===== config.mk =====
export PLATFORM = sky130hd
export DESIGN_NAME = foc_transform_seq
export DESIGN_NICKNAME = d
export VERILOG_FILES = /design/src/rtl/foc_transform_seq.sv
export SDC_FILE = /design/constraint.sdc
export NUM_CORES = 1
export LEC_CHECK = 0
export ABC_AREA = 1
export BUFFER_PORTS_ARGS = -buffer_cell sky130_fd_sc_hd__buf_4
export CORE_AREA = 8 8 128 71
export CTS_CLUSTER_SIZE = 12
export DETAILED_ROUTE_END_ITERATION = 16
export DIE_AREA = 0 0 136 79
export GPL_ROUTABILITY_DRIVEN = 0
export PLACE_DENSITY = 0.77
export SETUP_SLACK_MARGIN = 0.4
export SKIP_CTS_REPAIR_TIMING = 1
export SYNTH_ARGS = -nofsm -noshare
export SYNTH_HDL_FRONTEND = slang
export SYNTH_SLANG_ARGS = --single-unit

===== constraint.sdc =====
create_clock -name clk -period 1.8 [get_ports clk]
set_input_delay 0.36 -clock clk [delete_from_list [all_inputs] [get_ports clk]]
set_output_delay 0.36 -clock clk [all_outputs]
set_load 0.05 [all_outputs]

===== src/rtl/foc_transform_seq.sv =====
// Per-PWM-period FOC sequencer: Park -> PI -> inverse Park, then commits alpha/beta.
// Define FOC_SEQ_LATENCY_EN to add the last_latency (trig-to-valid cycle count) output.
module foc_transform_seq #(
   parameter int D_WIDTH        = 32,
   parameter int TIMEOUT_CYCLES = 64
) (
   input  logic               clk,
   input  logic               rstb,
   input  logic               enable,
   input  logic               trig,
   output logic               park_start,
   input  logic               park_done,
   output logic               pi_start,
   input  logic               pi_done,
   output logic               ipark_start,
   input  logic               ipark_done,
   input  logic [D_WIDTH-1:0] alpha_in,
   input  logic [D_WIDTH-1:0] beta_in,
   output logic [D_WIDTH-1:0] alpha_out,
   output logic [D_WIDTH-1:0] beta_out,
   output logic               valid,
   output logic               busy,
   output logic               overrun,
   output logic               timeout_err,
`ifdef FOC_SEQ_LATENCY_EN
   output logic [15:0]        last_latency,
`endif
   input  logic               clr_err
);

   localparam int            CW  = $clog2(TIMEOUT_CYCLES + 1);
   localparam logic [CW-1:0] TMO = CW'(TIMEOUT_CYCLES);

   typedef enum logic [2:0] {S_IDLE, S_PARK, S_PI, S_IPARK, S_COMMIT} state_t;

   state_t        state, state_nx;
   logic [CW-1:0] cnt, cnt_nx;
   logic          stage_done;
   logic          accept, commit, ov_set, to_set;
   logic          park_start_nx, pi_start_nx, ipark_start_nx, busy_nx;

   always_ff @(posedge clk or negedge rstb) begin
      if (!rstb) begin
         state <= S_IDLE;
         cnt   <= '0;
      end else begin
         // NOTE: sequential state uses non-blocking assignments so every flop samples pre-edge values.
         state <= state_nx;
         cnt   <= cnt_nx;
      end
   end

   always_comb begin
      // NOTE: every output of this block gets a default first, so no path can infer a latch.
      state_nx       = state;
      cnt_nx         = '0;
      accept         = 1'b0;
      commit         = 1'b0;
      ov_set         = 1'b0;
      to_set         = 1'b0;
      park_start_nx  = 1'b0;
      pi_start_nx    = 1'b0;
      ipark_start_nx = 1'b0;
      stage_done     = 1'b0;

      case (state)
         S_PARK:  stage_done = park_done;
         S_PI:    stage_done = pi_done;
         S_IPARK: stage_done = ipark_done;
         default: stage_done = 1'b0;
      endcase

      case (state)
         S_IDLE: begin
            if (trig && enable) begin
               accept        = 1'b1;
               state_nx      = S_PARK;
               park_start_nx = 1'b1;
            end
         end
         S_PARK, S_PI, S_IPARK: begin
            ov_set = trig;
            cnt_nx = cnt + CW'(1);
            if (!enable) begin
               state_nx = S_IDLE;
               cnt_nx   = '0;
            // cnt==0 is the start-pulse cycle; done only counts from the cycle after it
            end else if (stage_done && cnt != '0) begin
               cnt_nx = '0;
               case (state)
                  S_PARK: begin
                     state_nx    = S_PI;
                     pi_start_nx = 1'b1;
                  end
                  S_PI: begin
                     state_nx       = S_IPARK;
                     ipark_start_nx = 1'b1;
                  end
                  default: begin
                     state_nx = S_COMMIT;
                     commit   = 1'b1;
                  end
               endcase
            end else if (cnt == TMO) begin
               state_nx = S_IDLE;
               to_set   = 1'b1;
               cnt_nx   = '0;
            end
         end
         S_COMMIT: begin
            // The valid cycle still counts as busy, so a trigger here is an overrun.
            ov_set   = trig;
            state_nx = S_IDLE;
         end
         default: state_nx = S_IDLE;
      endcase

      busy_nx = (state_nx == S_PARK) || (state_nx == S_PI) || (state_nx == S_IPARK);
   end

   always_ff @(posedge clk or negedge rstb) begin
      if (!rstb) begin
         park_start  <= 1'b0;
         pi_start    <= 1'b0;
         ipark_start <= 1'b0;
         valid       <= 1'b0;
         busy        <= 1'b0;
         overrun     <= 1'b0;
         timeout_err <= 1'b0;
         alpha_out   <= '0;
         beta_out    <= '0;
      end else begin
         park_start  <= park_start_nx;
         pi_start    <= pi_start_nx;
         ipark_start <= ipark_start_nx;
         valid       <= commit;
         busy        <= busy_nx;
         // A set on the same edge as clr_err wins.
         overrun     <= ov_set | (overrun & ~clr_err);
         timeout_err <= to_set | (timeout_err & ~clr_err);
         if (commit) begin
            alpha_out <= alpha_in;
            beta_out  <= beta_in;
         end
      end
   end

`ifdef FOC_SEQ_LATENCY_EN
   logic [15:0] lat_cnt;

   always_ff @(posedge clk or negedge rstb) begin
      if (!rstb) begin
         lat_cnt      <= '0;
         last_latency <= '0;
      end else begin
         if (accept) begin
            lat_cnt <= 16'd1;
         end else if (lat_cnt != 16'hFFFF) begin
            lat_cnt <= lat_cnt + 16'd1;
         end
         // The commit edge closes the valid cycle, hence one more than the running count.
         if (commit) begin
            last_latency <= (lat_cnt == 16'hFFFF) ? 16'hFFFF : lat_cnt + 16'd1;
         end
      end
   end
`endif

endmodule


==> out/results.tsv <==
metric	value	unit
crit_fanout	16	
finalSetupViolCount	0	
hold_viol_final	0	
switching_share	25.0	%
ios	143	
top_usage_layer	met2	
grt.overflow.total	0	
status	complete, no violations	
final.setup.worst_slack	154	ps
internal-power	0.00324	W
grt_use_met2	24.4	%
grt_pass1_vias	2891	
nFillCells	604	
port_buffers	142	
rr_worst_depth	10	
drt-total-wl	10500	µm
startpoint	cnt[0]	
max_clock_freq	607	MHz
insertion_delay	340	ps
arrival	1920	ps
syn_area_per_cell	8.98	µm²
synth-compound-area-share	0.343	%
cts-buffers-inserted	9	
crit_required	2070	ps
final_antenna_net_count	0	
grt_use_met1	22.4	%
ir_drop	0.000679	V
hpwl	6970	µm
combPwrFrac	13.5	%
drive_above_1_share	38.1	%
worstHoldPathType	in -> reg	
grt_pass1_wl	14700	µm
syn-instance-count	366	
min_from	clr_err	
timing.max_cap.violations	0	
final.setup.tns	0	ps
p_sw	0.00108	W
leakage	2.98	nW
cts_tree	done	
fp.coreArea	0.00748	mm²
power_density	849	mW/mm²
synth.distinct_cells	23	
clockBufferDepth	2	
fin_nets	605	
fin_crit_sh	91.5	%
clock_tree.htree_level_count	3	
dpl_worst_slack	138	ps
area_delta_synth_final	55.0	%
synth_top_family_by_area	simple AND/OR/NAND/NOR gates	
ys_top_cells_by_area	dfrtp_1 62%, nand2_1 23%, nand2_2 2.1%	
worstSetupEndpointType	register	
detail_route.wl_per_cell	16.5	µm
final_max_slew_viol_count	0	
diodes	0	
dr.first_iter.drc_count	146	
clkTransAtPathRegs	60	ps
drc	0	
seqPwrFrac	44.4	%
grt_max_degree	41	
met3_usage	10.1	%
die_h	79	µm
hold_depth	2	
worst_pin_slew	326	ps
vias	3016	
initial_core_util	43.9	%
synthesis.nets	440	
final_cell_mix	200 x nand2_1, 149 x buf_4, 81 x dfrtp_1	
synth_seq_area_share	61.7	%
critPathKind	reg -> reg	
min_period	1650	ps
fin_worst_skew	5.00	ps
yosys.area.top_type	dfrtp_1	
synthXorXnorAreaFrac	1.07	%
cp-start-kind	register	
synthSimpleGateAreaFrac	30.7	%
die_w	136	µm
antenna_found_initial	0	
clkPwrFrac	42.1	%
synth_fa_ha_area_share	0.762	%
slew_headroom	78.3	%
avgViaCountPerCell	4.75	
grt_usage	17.4	%
final_common_cell	nand2_1	
die_area	0.0107	mm²
netlist.area_leader.share	61.7	%
rsz0062_at_grt	yes	
root_buffer	clkbuf_16	
ys_ff_latch	81	
synthesis.yosys.warnings	0	
rows	23	
netlist_area	0.00329	mm²
dr.pass1.iters	4	
synthMuxAreaShare	0	%
r2r-start	cnt[0]	
clock_sinks	81	
==> synthesized netlist by cell type <==
cell type,number
o21ai_0,1
nand2_4,1
inv_2,2
nand3_1,10
nand2_1,203
buf_8,1
dfrtp_1,81
nor2_2,1
nor2_1,13
inv_1,16
nor3_1,3
buf_6,5
nand3b_4,1
buf_2,5
ha_1,2
o22ai_1,1
nand4_1,1
nand3b_1,1
xnor2_1,1
nand2_2,11
xor2_1,3
buf_4,2
nor3b_2,1
==> worst paths after layout <==
kind / to / slack, ps
max: beta_out[1] / 150
min: overrun / 210
max reg2reg: beta_out[1] / 150
min reg2reg: beta_out[18] / 470
max in group asynchronous: beta_out[4] / 790
min in group asynchronous: beta_out[24] / 500
==> metal layers <==
layer,wire length [µm],up-vias
met5,0,-
met4,102,0
met3,1390,11
met2,4150,148
met1,4840,1421
li1,-,1436
==> area by class of cell <==
type                       instances  area [µm²]  share of cell area, %
timing repair buffer             166        1440                   28.2
multi-input combinational        255        1140                   22.3
clock buffer                      12         256                   5.04
sequential                        81        2030                   39.8
inverter                          18        70.1                   1.38
tap                              100         125                   2.46
clock inverter                     3        40.0                  0.786
==> stage by stage <==
step	std cells	area (µm²)	hold WS [ps]	total power, W	util [%]
final	635	5090	214	0.00432	68.1
after global routing	635	5090	211	0.00449	68.1
after CTS	617	4770	-87.1	0.00436	63.8
after detailed placement	602	4480	280	0.00252	59.8
after global placement	602	4480	275	0.00251	59.8
after floorplan	366	3290	64.4	0.00222	-
==> flip-flops by register name, summed over array words and instances (netlist names) <==
register and cells:
overrun 1, alpha_out 32, timeout_err 1, busy 1
pi_start 1, cnt 7, beta_out 32, ipark_start 1
state 3, park_start 1, valid 1
==> power groups by stage <==
stage	registers (W)	clock network, W	logic (W)
floorplan	0.00215	0	0.0000722
global placement	0.00195	0	0.000561
detailed placement	0.00195	0	0.000568
CTS	0.00192	0.00187	0.000569
global route	0.00193	0.00194	0.000622
finish	0.00192	0.00182	0.000583
==> cells by family (layout without fill, tap and decap cells) <==
| family | after synthesis | count (layout) |
|---|---|---|
| AO/OA/AOI/OAI | 2 | 2 |
| XOR/XNOR | 4 | 4 |
| adder cells (fa/ha/maj) | 2 | 2 |
| buffers and inverters | 31 | 199 |
| flip-flops | 81 | 81 |
| AND/OR/NAND/NOR | 246 | 247 |
==> worst max-delay path: stages, from the launching register on <==
cell       delay [ps]
dfrtp_1           390
inv_1              60
ha_1              190
nor3b_4           150
nand2_2           100
nand3b_4          110
nor2_4            140
buf_6             140
clkbuf_16         170
nand2_1            60
nand2_1            70
Note: power is estimated with default switching activity, not from simulation.
